`config.mk`:
```
export PLATFORM = sky130hd
export DESIGN_NAME = stl_uart_packetizer_flat
export DESIGN_NICKNAME = d
export VERILOG_FILES = /design/src/rtl/stl_uart_packetizer_pkg.sv /design/src/rtl/stl_uart_packetizer_if.sv /design/src/rtl/stl_uart_packetizer_fifo.sv /design/src/rtl/stl_uart_packetizer.sv /design/src/flat_wrapper.sv
export SDC_FILE = /design/constraint.sdc
export NUM_CORES = 1
export LEC_CHECK = 0
export CORE_ASPECT_RATIO = 0.5
export CORE_MARGIN = 2
export CORE_UTILIZATION = 45
export CTS_BUF_LIST = sky130_fd_sc_hd__clkbuf_4 sky130_fd_sc_hd__clkbuf_8 sky130_fd_sc_hd__clkbuf_16
export DETAILED_ROUTE_END_ITERATION = 12
export GPL_ROUTABILITY_DRIVEN = 0
export MAX_ROUTING_LAYER = met4
export PLACE_DENSITY = 0.72
export SLEW_MARGIN = 10
export SYNTH_ARGS = -nofsm -noshare
export SYNTH_HDL_FRONTEND = slang
export SYNTH_SLANG_ARGS = --single-unit
```
`constraint.sdc`:
```
create_clock -name clk -period 6.8 [get_ports clk]
set_clock_uncertainty 0.2 [all_clocks]
set_input_delay 1.02 -clock clk [delete_from_list [all_inputs] [get_ports clk]]
set_output_delay 1.02 -clock clk [all_outputs]
set_load 0.01 [all_outputs]
```
`src/rtl/stl_uart_packetizer_pkg.sv`:
```
// Shared types for the SerialTL byte-stream <-> packet converter.
// RX state encoding matches the debug_state output.
package stl_uart_packetizer_pkg;

    localparam int DEF_PACKET_BYTES = 16;

    typedef enum logic [1:0] {
        ST_COLLECT = 2'd0,
        ST_PRESENT = 2'd1,
        ST_STALL   = 2'd2
    } rx_state_t;

    function automatic int idx_w(input int n);
        return (n > 1) ? $clog2(n) : 1;
    endfunction

endpackage

```
`src/rtl/stl_uart_packetizer_if.sv`:
```
// Byte and packet handshake bundle between the UART handler,
// the packetizer and the UART/TileLink bridges.
interface stl_uart_packetizer_if
    import stl_uart_packetizer_pkg::*;
#(
    parameter int PB = DEF_PACKET_BYTES
);
    logic          data_valid;
    logic          data_ready;
    logic [7:0]    data_in;
    logic          packet_valid;
    logic          packet_ready;
    logic [PB*8-1:0] packet_data;
    logic          tl_response_valid;
    logic          tl_response_ready;
    logic [PB*8-1:0] tl_response_data;
    logic          response_valid;
    logic          response_ready;
    logic [7:0]    response_data;

    modport master (
        output data_valid, data_in, packet_ready,
        output tl_response_valid, tl_response_data,
        output response_ready,
        input  data_ready, packet_valid, packet_data,
        input  tl_response_ready,
        input  response_valid, response_data
    );

    modport slave (
        input  data_valid, data_in, packet_ready,
        input  tl_response_valid, tl_response_data,
        input  response_ready,
        output data_ready, packet_valid, packet_data,
        output tl_response_ready,
        output response_valid, response_data
    );

endinterface

```
`src/rtl/stl_uart_packetizer_fifo.sv`:
```
// Response packet queue with registered full/empty flags.
// DEPTH must be a power of two so the pointers wrap naturally.
module stl_uart_packetizer_fifo #(
    parameter int WIDTH = 128,
    parameter int DEPTH = 2
) (
    input  logic             clk,
    input  logic             reset,
    input  logic             i_push,
    input  logic [WIDTH-1:0] i_data,
    input  logic             i_pop,
    output logic [WIDTH-1:0] o_data,
    output logic             o_full,
    output logic             o_empty
);
    localparam int AW = $clog2(DEPTH);

    logic [WIDTH-1:0] r_mem [DEPTH];
    logic [AW-1:0]    r_wp;
    logic [AW-1:0]    r_rp;
    logic [AW:0]      r_cnt;
    logic [AW:0]      w_cnt_n;
    logic             r_full;
    logic             r_empty;
    logic             w_push;
    logic             w_pop;

    assign w_push = i_push && !r_full;
    assign w_pop  = i_pop && !r_empty;

    always_comb begin
        w_cnt_n = r_cnt;
        if (w_push && !w_pop)
            w_cnt_n = r_cnt + 1'b1;
        else if (w_pop && !w_push)
            w_cnt_n = r_cnt - 1'b1;
    end

    always_ff @(posedge clk) begin
        if (reset) begin
            r_wp    <= '0;
            r_rp    <= '0;
            r_cnt   <= '0;
            r_full  <= 1'b0;
            r_empty <= 1'b1;
        end else begin
            if (w_push)
                r_wp <= r_wp + 1'b1;
            if (w_pop)
                r_rp <= r_rp + 1'b1;
            r_cnt   <= w_cnt_n;
            r_full  <= (w_cnt_n == (AW+1)'(DEPTH));
            r_empty <= (w_cnt_n == '0);
        end
    end

    always_ff @(posedge clk) begin
        if (w_push)
            r_mem[r_wp] <= i_data;
    end

    assign o_data  = r_mem[r_rp];
    assign o_full  = r_full;
    assign o_empty = r_empty;

endmodule

```
`src/rtl/stl_uart_packetizer.sv`:
```
// Byte stream <-> packet converter with credit-limited requests,
// inter-byte timeout resync and a multi-packet response queue.
module stl_uart_packetizer
    import stl_uart_packetizer_pkg::*;
#(
    parameter int PACKET_BYTES    = DEF_PACKET_BYTES,
    parameter int MAX_OUTSTANDING = 4,
    parameter int RESP_DEPTH      = 2,
    parameter int TIMEOUT_CYCLES  = 100000
) (
    input  logic clk,
    input  logic reset,
    stl_uart_packetizer_if.slave bus,
    output logic [$clog2(MAX_OUTSTANDING+1)-1:0] outstanding,
    output logic [7:0] timeout_count,
    output logic [$clog2(PACKET_BYTES+1)-1:0] debug_byte_count,
    output logic [1:0] debug_state
);
    localparam int PW = PACKET_BYTES * 8;
    localparam int CW = $clog2(PACKET_BYTES + 1);
    localparam int OW = $clog2(MAX_OUTSTANDING + 1);
    localparam int IW = $clog2(TIMEOUT_CYCLES + 1);
    localparam int XW = idx_w(PACKET_BYTES);

    rx_state_t       r_state;
    rx_state_t       w_next;
    logic [PW-1:0]   r_pkt;
    logic [CW-1:0]   r_cnt;
    logic [IW-1:0]   r_idle;
    logic [7:0]      r_tmo;
    logic [OW-1:0]   r_out;
    logic [XW-1:0]   r_idx;
    logic            w_accept;
    logic            w_last;
    logic            w_idle;
    logic            w_tmo;
    logic            w_pkt_hs;
    logic            w_rsp_hs;
    logic            w_byte_hs;
    logic            w_pop;
    logic            w_credit_full;
    logic            w_full;
    logic            w_empty;
    logic [PW-1:0]   w_head;
    logic [7:0]      w_rsp_byte;

    assign w_accept      = bus.data_valid && (r_state == ST_COLLECT);
    assign w_last        = (r_cnt == CW'(PACKET_BYTES - 1));
    assign w_pkt_hs      = (r_state == ST_PRESENT) && bus.packet_ready;
    assign w_credit_full = (r_out == OW'(MAX_OUTSTANDING));
    assign w_idle        = (r_state == ST_COLLECT) && (r_cnt != '0)
                        && !bus.data_valid;
    assign w_tmo         = w_idle && (r_idle == IW'(TIMEOUT_CYCLES - 1));

    always_ff @(posedge clk) begin
        if (reset)
            r_state <= ST_COLLECT;
        else
            r_state <= w_next;
    end

    always_comb begin
        w_next = r_state;
        unique case (r_state)
            ST_COLLECT:
                if (w_accept && w_last)
                    w_next = w_credit_full ? ST_STALL : ST_PRESENT;
            ST_PRESENT:
                if (bus.packet_ready)
                    w_next = ST_COLLECT;
            ST_STALL:
                if (!w_credit_full)
                    w_next = ST_PRESENT;
            default:
                w_next = ST_COLLECT;
        endcase
    end

    always_ff @(posedge clk) begin
        if (reset) begin
            r_pkt  <= '0;
            r_cnt  <= '0;
            r_idle <= '0;
            r_tmo  <= '0;
        end else begin
            if (w_accept) begin
                for (int i = 0; i < PACKET_BYTES; i++)
                    if (r_cnt == CW'(i))
                        r_pkt[8*i +: 8] <= bus.data_in;
                r_cnt <= r_cnt + 1'b1;
            end else if (w_pkt_hs || w_tmo) begin
                r_cnt <= '0;
            end
            // Idle counter only advances while a partial packet is waiting
            if (w_idle && !w_tmo)
                r_idle <= r_idle + 1'b1;
            else
                r_idle <= '0;
            if (w_tmo && (r_tmo != 8'hFF))
                r_tmo <= r_tmo + 1'b1;
        end
    end

    always_ff @(posedge clk) begin
        if (reset) begin
            r_out <= '0;
        end else if (w_pkt_hs && !w_rsp_hs) begin
            if (!w_credit_full)
                r_out <= r_out + 1'b1;
        end else if (w_rsp_hs && !w_pkt_hs) begin
            if (r_out != '0)
                r_out <= r_out - 1'b1;
        end
    end

    assign w_rsp_hs  = bus.tl_response_valid && !w_full;
    assign w_byte_hs = !w_empty && bus.response_ready;
    assign w_pop     = w_byte_hs && (r_idx == XW'(PACKET_BYTES - 1));

    stl_uart_packetizer_fifo #(
        .WIDTH (PW),
        .DEPTH (RESP_DEPTH)
    ) u_resp_q (
        .clk     (clk),
        .reset   (reset),
        .i_push  (bus.tl_response_valid),
        .i_data  (bus.tl_response_data),
        .i_pop   (w_pop),
        .o_data  (w_head),
        .o_full  (w_full),
        .o_empty (w_empty)
    );

    always_ff @(posedge clk) begin
        if (reset)
            r_idx <= '0;
        else if (w_pop)
            r_idx <= '0;
        else if (w_byte_hs)
            r_idx <= r_idx + 1'b1;
    end

    // Queue storage is not reset, so the byte is forced to 0 when empty
    always_comb begin
        w_rsp_byte = 8'h00;
        for (int i = 0; i < PACKET_BYTES; i++)
            if (!w_empty && (r_idx == XW'(i)))
                w_rsp_byte = w_head[8*i +: 8];
    end

    assign bus.data_ready        = (r_state == ST_COLLECT) && !reset;
    assign bus.packet_valid      = (r_state == ST_PRESENT);
    assign bus.packet_data       = r_pkt;
    assign bus.tl_response_ready = !w_full;
    assign bus.response_valid    = !w_empty;
    assign bus.response_data     = w_rsp_byte;
    assign outstanding           = r_out;
    assign timeout_count         = r_tmo;
    assign debug_byte_count      = r_cnt;
    assign debug_state           = r_state;

endmodule

```
`src/flat_wrapper.sv`:
```
// flat-port wrapper written by rule: the top's interface ports become plain ports
module stl_uart_packetizer_flat import stl_uart_packetizer_pkg::*;
#(
    parameter int PACKET_BYTES    = DEF_PACKET_BYTES,
    parameter int MAX_OUTSTANDING = 4,
    parameter int RESP_DEPTH      = 2,
    parameter int TIMEOUT_CYCLES  = 100000
)
  (clk, reset, outstanding, timeout_count, debug_byte_count, debug_state, bus_data_valid, bus_data_in, bus_packet_ready, bus_tl_response_valid, bus_tl_response_data, bus_response_ready, bus_data_ready, bus_packet_valid, bus_packet_data, bus_tl_response_ready, bus_response_valid, bus_response_data);
  stl_uart_packetizer_if #(.PB((16))) bus_i ();
  input  logic clk;
  input  logic reset;
  output logic [$clog2(MAX_OUTSTANDING+1)-1:0] outstanding;
  output logic [7:0] timeout_count;
  output logic [$clog2(PACKET_BYTES+1)-1:0] debug_byte_count;
  output logic [1:0] debug_state;
  input wire logic [$bits(bus_i.data_valid)-1:0] bus_data_valid;
  input wire logic [$bits(bus_i.data_in)-1:0] bus_data_in;
  input wire logic [$bits(bus_i.packet_ready)-1:0] bus_packet_ready;
  input wire logic [$bits(bus_i.tl_response_valid)-1:0] bus_tl_response_valid;
  input wire logic [$bits(bus_i.tl_response_data)-1:0] bus_tl_response_data;
  input wire logic [$bits(bus_i.response_ready)-1:0] bus_response_ready;
  output wire logic [$bits(bus_i.data_ready)-1:0] bus_data_ready;
  output wire logic [$bits(bus_i.packet_valid)-1:0] bus_packet_valid;
  output wire logic [$bits(bus_i.packet_data)-1:0] bus_packet_data;
  output wire logic [$bits(bus_i.tl_response_ready)-1:0] bus_tl_response_ready;
  output wire logic [$bits(bus_i.response_valid)-1:0] bus_response_valid;
  output wire logic [$bits(bus_i.response_data)-1:0] bus_response_data;
  assign bus_i.data_valid = bus_data_valid;
  assign bus_i.data_in = bus_data_in;
  assign bus_i.packet_ready = bus_packet_ready;
  assign bus_i.tl_response_valid = bus_tl_response_valid;
  assign bus_i.tl_response_data = bus_tl_response_data;
  assign bus_i.response_ready = bus_response_ready;
  assign bus_data_ready = bus_i.data_ready;
  assign bus_packet_valid = bus_i.packet_valid;
  assign bus_packet_data = bus_i.packet_data;
  assign bus_tl_response_ready = bus_i.tl_response_ready;
  assign bus_response_valid = bus_i.response_valid;
  assign bus_response_data = bus_i.response_data;
  stl_uart_packetizer #(.PACKET_BYTES(PACKET_BYTES), .MAX_OUTSTANDING(MAX_OUTSTANDING), .RESP_DEPTH(RESP_DEPTH), .TIMEOUT_CYCLES(TIMEOUT_CYCLES)) u_core (.clk(clk), .reset(reset), .bus(bus_i), .outstanding(outstanding), .timeout_count(timeout_count), .debug_byte_count(debug_byte_count), .debug_state(debug_state));
endmodule
```
==> results of run 1 <==
-- worst max-delay path, delay by kind of cell, from the launching register on --
| kind | cells | cell delay (ps) |
|---|---|---|
| DFF | 1 | 350 |
| and+or+nand+nor | 1 | 980 |
| adders and majority gates | 1 | 490 |
| AOI/OAI and AO/OA | 4 | 920 |
| buffers and inverters | 2 | 590 |
-- per-stage QoR --
| step | hold slack [ps] | area, um2 | setup slack (ps) | cells | utilization (%) |
|---|---|---|---|---|---|
| 6_report | 252 | 22200 | 1700 | 2269 | 57.4 |
| 5_1_grt | 262 | 22200 | 1350 | 2269 | 57.4 |
| 4_1_cts | 254 | 22200 | 1710 | 2269 | 57.4 |
| 3_5_place_dp | 245 | 20800 | 2290 | 2195 | 53.9 |
| 3_3_place_gp | 231 | 20800 | 2320 | 2195 | 53.9 |
| 2_1_floorplan | 218 | 17500 | 1680 | 1455 | - |
-- cells in the mapped netlist, types with 7 or more instances --
| master | n | area, um2 |
|---|---|---|
| and3_1 | 13 | 81.3 |
| inv_1 | 10 | 37.5 |
| o32ai_1 | 7 | 61.3 |
| mux2i_1 | 115 | 1150 |
| o21ai_0 | 47 | 235 |
| buf_4 | 10 | 75.1 |
| o22ai_1 | 8 | 50.1 |
| xnor2_1 | 9 | 78.8 |
| a21oi_1 | 161 | 806 |
| nand3_1 | 112 | 561 |
| nor2_1 | 81 | 304 |
| clkbuf_1 | 54 | 203 |
| xor2_1 | 12 | 105 |
| a211oi_1 | 16 | 120 |
| mux2_2 | 39 | 439 |
| o21ai_1 | 9 | 45.0 |
| buf_2 | 29 | 145 |
| nor3_1 | 19 | 95.1 |
| edfxtp_1 | 256 | 7690 |
| nand2_1 | 147 | 552 |
| ha_1 | 11 | 138 |
| nor2b_1 | 7 | 43.8 |
| a22oi_1 | 7 | 52.6 |
| dfxtp_1 | 174 | 3480 |
| o32a_1 | 8 | 80.1 |
| nor4_1 | 10 | 62.6 |
-- path summary, 6_finish.rpt --
kind / start / to / slack [ps] / cells past startpoint
setup / recovery: u_core.r_idx[1]$_SDFFE_PP0P_ / bus_response_data[3] / 1700 / 8
hold / removal: u_core.bus.packet_data[3]$_SDFFE_PP0P_ / u_core.bus.packet_data[3]$_SDFFE_PP0P_ / 250 / 2
setup reg to reg: u_core.debug_byte_count[2]$_SDFFE_PP0P_ / u_core.timeout_count[3]$_SDFFE_PP0P_ / 4120 / 6
hold reg to reg: u_core.bus.packet_data[3]$_SDFFE_PP0P_ / u_core.bus.packet_data[3]$_SDFFE_PP0P_ / 250 / 2
-- kinds of logic after synthesis --
group           after synthesis
buf+inv                     113
mux                         154
fa+ha+maj                    12
simple gates                446
flops                       430
compound gates              279
xor+xnor                     21
-- layout make-up --
cell class / instances / area, um2
Sequential cell: 430 / 11200
Multi-Input combinational cell: 912 / 5820
Timing Repair Buffer: 312 / 3130
Tap cell: 530 / 663
Clock buffer: 54 / 1150
Fill cell: 3173 / 16500
Inverter: 11 / 41.3
Clock inverter: 20 / 170
-- registers in the layout (all words and copies together) (netlist names), named ones only --
register	flops
u_core.u_resp_q.o_empty	1
u_core.u_resp_q.r_rp	1
u_core.r_idx	4
u_core.r_idle	17
u_core.timeout_count	8
u_core.debug_state	2
u_core.u_resp_q.r_wp	1
u_core.u_resp_q.o_full	1
u_core.u_resp_q.r_mem	256
u_core.u_resp_q.r_cnt	2
u_core.debug_byte_count	5
u_core.bus.packet_data	128
u_core.outstanding	3
-- power groups by stage --
stage	Combinational [W]	Clock, W	Sequential, W
6_report	0.000422	0.00224	0.00295
5_1_grt	0.000453	0.00240	0.00296
4_1_cts	0.000427	0.00228	0.00295
3_5_place_dp	0.000425	0	0.00301
3_3_place_gp	0.000422	0	0.00301
2_1_floorplan	0.000205	0	0.00301
-- routing by layer --
layer	GRT usage, %	share of wire [%]	vias up
met3	3.51	5.0	59
met5	-	0	-
li1	-	-	5864
met2	37.2	51	351
met1	27.0	42	6017
met4	6.10	2.0	0
==> out/qor.yml, run 1 <==
synth_mux_area_share_pct: 9.09
power_frac_seq_pct: 52.6
drt-pass1-iter-count: 5
clock_power_share_pct: 39.9
worstHoldPathType: "reg -> reg"
track_usage_pct: 21.7
clockRootBuffer: "clkbuf_16"
cts_resized: 0
cts_setup_buffers: 0
synth_cell_types: 69
switchingPower_w: 0.00125
synth_edf_count: 256
cp-end-kind: "output port"
slew_violations: 0
yosysSeqAreaShare_pct: 63.8
synth_simple_gate_area_share_pct: 13.0
clock_sinks: 430
synthXorXnorAreaFrac_pct: 1.05
antenna_found_initial: 0
hold_viol: 0
clk_pin_slew_ps: 60
rsz0062_at_grt: "no"
final_common_cell: "clkdlybuf4s50_1"
setup_viol: 0
layout-drive-gt1-share_pct: 8.57
status: "finished, final reports clean"
postCtsHoldBufs: 0
total_power_w: 0.00562
finalSetupTns_ps: 0
htree_levels: 2
dr.first_iter.drc_count: 1098
cts-buffers-inserted: 40
synth_compound_area_share_pct: 9.15
syn_inst: 1455
ir_worst_vdd_v: 0.000146
layout_common_cells: "298 x clkdlybuf4s50_1, 256 x edfxtp_1, 173 x dfxtp_1"
drc: 0
grt_pass1_wl_mm: 66.7
avgSynthCellArea_um2: 12.0
arrival_ps: 3880
p_comb_share_pct: 7.5
start_util_pct: 45.3
numPortBuffers: 299
vias: 12300
power_density_nw_per_um2: 254
die_area_um2: 40600
wl_per_cell_um: 19.5
insertion_delay_ps: 540
grt-ovfl-total: 0
fin_crit_sh_pct: 75.0
synth_top_family_by_area: "simple AND/OR/NAND/NOR gates"
path_cells: "inv_1 > ha_1 > nor4bb_1 > a21oi_1 > a21oi_1 > a21oi_1 > o32a_1 > clkdlybuf4s50_1"
min_period_ps: 5100
synth-seq-cells: 430
grt_pass1_vias: 11500
drv_cap: 0
ioPinCount: 300
rows: 51
cp.required_ps: 5580
ys_warn_count: 0
detail-route-antenna-nets: 0
cp_max_fo: 14
synthesis.area_um2: 17500
core_um2: 38600
syn-num-nets: 1609
drt-total-wl_mm: 44.4
async_flop_share_pct: 0
path_class: "reg -> out"
die_w_um: 283
diodes: 0
cp_slowest_cell: "nor4bb_1"
worst_pin_slew_ps: 1110
grt_start_max_net_pins: 129
ys.flop_type: "edfxtp_1"
ctsLongestPathBuffers: 3
p_int_w: 0.00437
die_y_um: 143
slew_headroom_pct: 24.9
sw_frac_of_total_pct: 22.3
synthAdderAreaFrac_pct: 0.901
critPathMostFrequentCell: "a21oi_1"
max_freq_ghz: 0.196
start_kind: "flip-flop"
via_per_inst: 5.42
cpPeakStageDelay_ps: 980
hpwl_mm: 29.5
p_leak_nw: 7.14
cts_tree: "built"
area_delta_synth_final_pct: 26.5
nets: 1861
Power figures use the tool's default switching activity.
==> run 2: changes to the inputs <==
Clock period 6.8 ns to 4.3 ns, I/O delays scaled along.
==> out/qor.yml, run 2 (synthesis gave the netlist of run 1 again) <==
status: "finished, final reports clean"  # unchanged
switchingPower_w: 0.00200  # was 0.00125 W
cts_tree: "built"  # unchanged
rows: 51  # unchanged
final_cell_area_um2: 22300  # was 22200 um2
p_comb_share_pct: 7.8  # was 7.5%
arrival_ps: 3280  # was 3880 ps
pre_cts_ws_ps: 564  # was 2290 ps
fin_crit_sh_pct: 96.0
rsz0062_at_grt: "no"  # unchanged
clock_power_share_pct: 39.5  # was 39.9%
ff2ff_setup_slack_ps: 1630  # was 4120 ps
layout-drive-gt1-share_pct: 9.86  # was 8.57%
clock_sinks: 430  # unchanged
ioPinCount: 300  # unchanged
layout_common_cells: "298 x clkdlybuf4s50_1, 256 x edfxtp_1, 171 x dfxtp_1"  # was 298 x clkdlybuf4s50_1, 256 x edfxtp_1, 173 x dfxtp_1
dr.first_iter.drc_count: 1309  # was 1098
grt-ovfl-total: 0  # unchanged
cts_setup_buffers: 0  # unchanged
clk_pin_slew_ps: 60  # about the same
via_per_inst: 5.40  # was 5.42
hold_end: "u_core.r_idle[0]$_SDFF_PP0_"  # was u_core.bus.packet_data[3]$_SDFFE_PP0P_
die_y_um: 143  # unchanged
sw_frac_of_total_pct: 22.6  # was 22.3%
power_frac_seq_pct: 52.7  # was 52.6%
grt_pass1_wl_mm: 67.1  # was 66.7 mm
detail-route-antenna-nets: 0  # unchanged
finalSetupTns_ps: 0  # unchanged
power_density_nw_per_um2: 397  # was 254 nW/um2
drv_cap: 0  # unchanged
p_int_w: 0.00685  # was 0.00437 W
drt-pass1-iter-count: 5  # unchanged
clockRootBuffer: "clkbuf_16"  # unchanged
cp.required_ps: 3450  # was 5580 ps
ir_worst_vdd_v: 0.000245  # was 0.000146 V
placed_cell_area_um2: 21000  # was 20800 um2
numPortBuffers: 299  # unchanged
final_common_cell: "clkdlybuf4s50_1"  # unchanged
start_kind: "flip-flop"  # unchanged
hpwl_mm: 30.2  # was 29.5 mm
start_util_pct: 45.3  # unchanged
nets: 1877  # was 1861
hold_viol: 0  # unchanged
grt_start_max_net_pins: 129  # unchanged
r2r_cells: 6  # unchanged
setup_viol: 0  # unchanged
insertion_delay_ps: 540  # about the same
cp-end-kind: "output port"  # unchanged
htree_levels: 2  # unchanged
ctsLongestPathBuffers: 3  # unchanged
wl_per_cell_um: 19.6  # was 19.5 um
slew_headroom_pct: 29.8  # was 24.9%
fin_util_pct: 57.7  # was 57.4%
worst_pin_slew_ps: 1050  # was 1110 ps
worstHoldPathType: "reg -> reg"  # unchanged
vias: 12300  # about the same
min_period_ps: 4130
largest_reg_flops: 256  # unchanged
core_um2: 38600  # unchanged
max_freq_ghz: 0.242
rr_endpoint: "u_core.timeout_count[3]$_SDFFE_PP0P_"  # unchanged
slew_violations: 0  # unchanged
place_inst: 2210  # was 2195
stdcell_count: 2285  # was 2269
setup_slack_ps: 173  # was 1700 ps
die_area_um2: 40600  # unchanged
track_usage_pct: 22.0  # was 21.7%
regMostFlops: "u_core.u_resp_q.r_mem"  # unchanged
whs_path_depth: 1  # was 2
drt-total-wl_mm: 44.7  # was 44.4 mm
path_class: "reg -> out"  # unchanged
grt_pass1_vias: 11600  # was 11500
r2r_start: "u_core.debug_byte_count[2]$_SDFFE_PP0P_"  # unchanged
p_leak_nw: 7.22  # was 7.14 nW
antenna_found_initial: 1  # was 0
cts-buffers-inserted: 41  # was 40
area_delta_synth_final_pct: 27.4  # was 26.5%
cp_max_fo: 8  # was 14
drc: 0  # unchanged
die_w_um: 283  # unchanged
hp-start: "u_core.r_idle[0]$_SDFF_PP0_"  # was u_core.bus.packet_data[3]$_SDFFE_PP0P_
## run 2: cell count changes in the layout (fill, tap and decap cells not counted), sizes merged
cell	change
inv	+1
buf	+15
bufinv	-2
clkinv	+2
diode	+1
clkbuf	-1
## run 2: per-stage QoR
| step | hold slack, ps | total power (W) |
|---|---|---|
| 3_3_place_gp | 233 | 0.00543 |
| 3_5_place_dp | 239 | 0.00544 |
| 5_1_grt | 269 | 0.00915 |
| 4_1_cts | 247 | 0.00892 |
| 2_1_floorplan | 218 | 0.00507 |
| 6_report | 247 | 0.00885 |
## run 2: worst max path at each step
stage	from	endpoint	slack, ps	depth (start not counted)
finish	u_core.r_idx[0]$_SDFFE_PP0P_	bus_response_data[3]	170	8
global route	u_core.u_resp_q.o_empty$_SDFF_PP1_	bus_response_data[1]	6	6
CTS	u_core.r_idx[2]$_SDFFE_PP0P_	bus_response_data[4]	30	6
detailed placement	u_core.r_idx[1]$_SDFFE_PP0P_	bus_response_data[3]	560	8
global placement	u_core.r_idx[1]$_SDFFE_PP0P_	bus_response_data[4]	610	8
floorplan	bus_tl_response_valid	u_core.u_resp_q.r_mem[0][0]$_DFFE_PP_	980	2
## run 2: what timing repair did
action                     CTS  global route
hold buffers                 0             0
hold endpoints to repair     0             0
gates resized for setup      1            11
setup endpoints to repair    3             8
## run 2: worst max-delay path: stages (launching register included)
cell             delay, ps
dfxtp_1                370
inv_1                  140
ha_2                   310
or4b_1                 590
o21ai_0                150
o21ai_1                100
a21oi_1                260
o32a_1                 270
clkdlybuf4s50_1        550
## run 2: power by group through the flow
stage	logic [W]	registers, W	clock network [W]
after floorplan	0.000325	0.00475	0
after global placement	0.000689	0.00474	0
after detailed placement	0.000691	0.00475	0
after CTS	0.000694	0.00466	0.00356
after global routing	0.000737	0.00468	0.00373
final	0.000693	0.00466	0.00349
## run 2: layout make-up
cell class	count	area [um2]
Antenna cell	1	2.50
Clock buffer	53	1190
Clock inverter	21	114
Fill cell	3121	16300
Inverter	11	41.3
Multi-Input combinational cell	912	5860
Sequential cell	430	11200
Tap cell	530	663
Timing Repair Buffer	327	3250
## run 2: metal layers
| metal | part of all wire, % | wire (um) | track usage, % | up-vias |
|---|---|---|---|---|
| met3 | 6.0 | 2700 | 4.32 | 91 |
| met2 | 50 | 22300 | 36.9 | 389 |
| met4 | 3.1 | 1400 | 7.59 | 0 |
| met1 | 41 | 18400 | 26.7 | 5951 |
| met5 | 0 | 0 | - | - |
| li1 | - | - | - | 5897 |
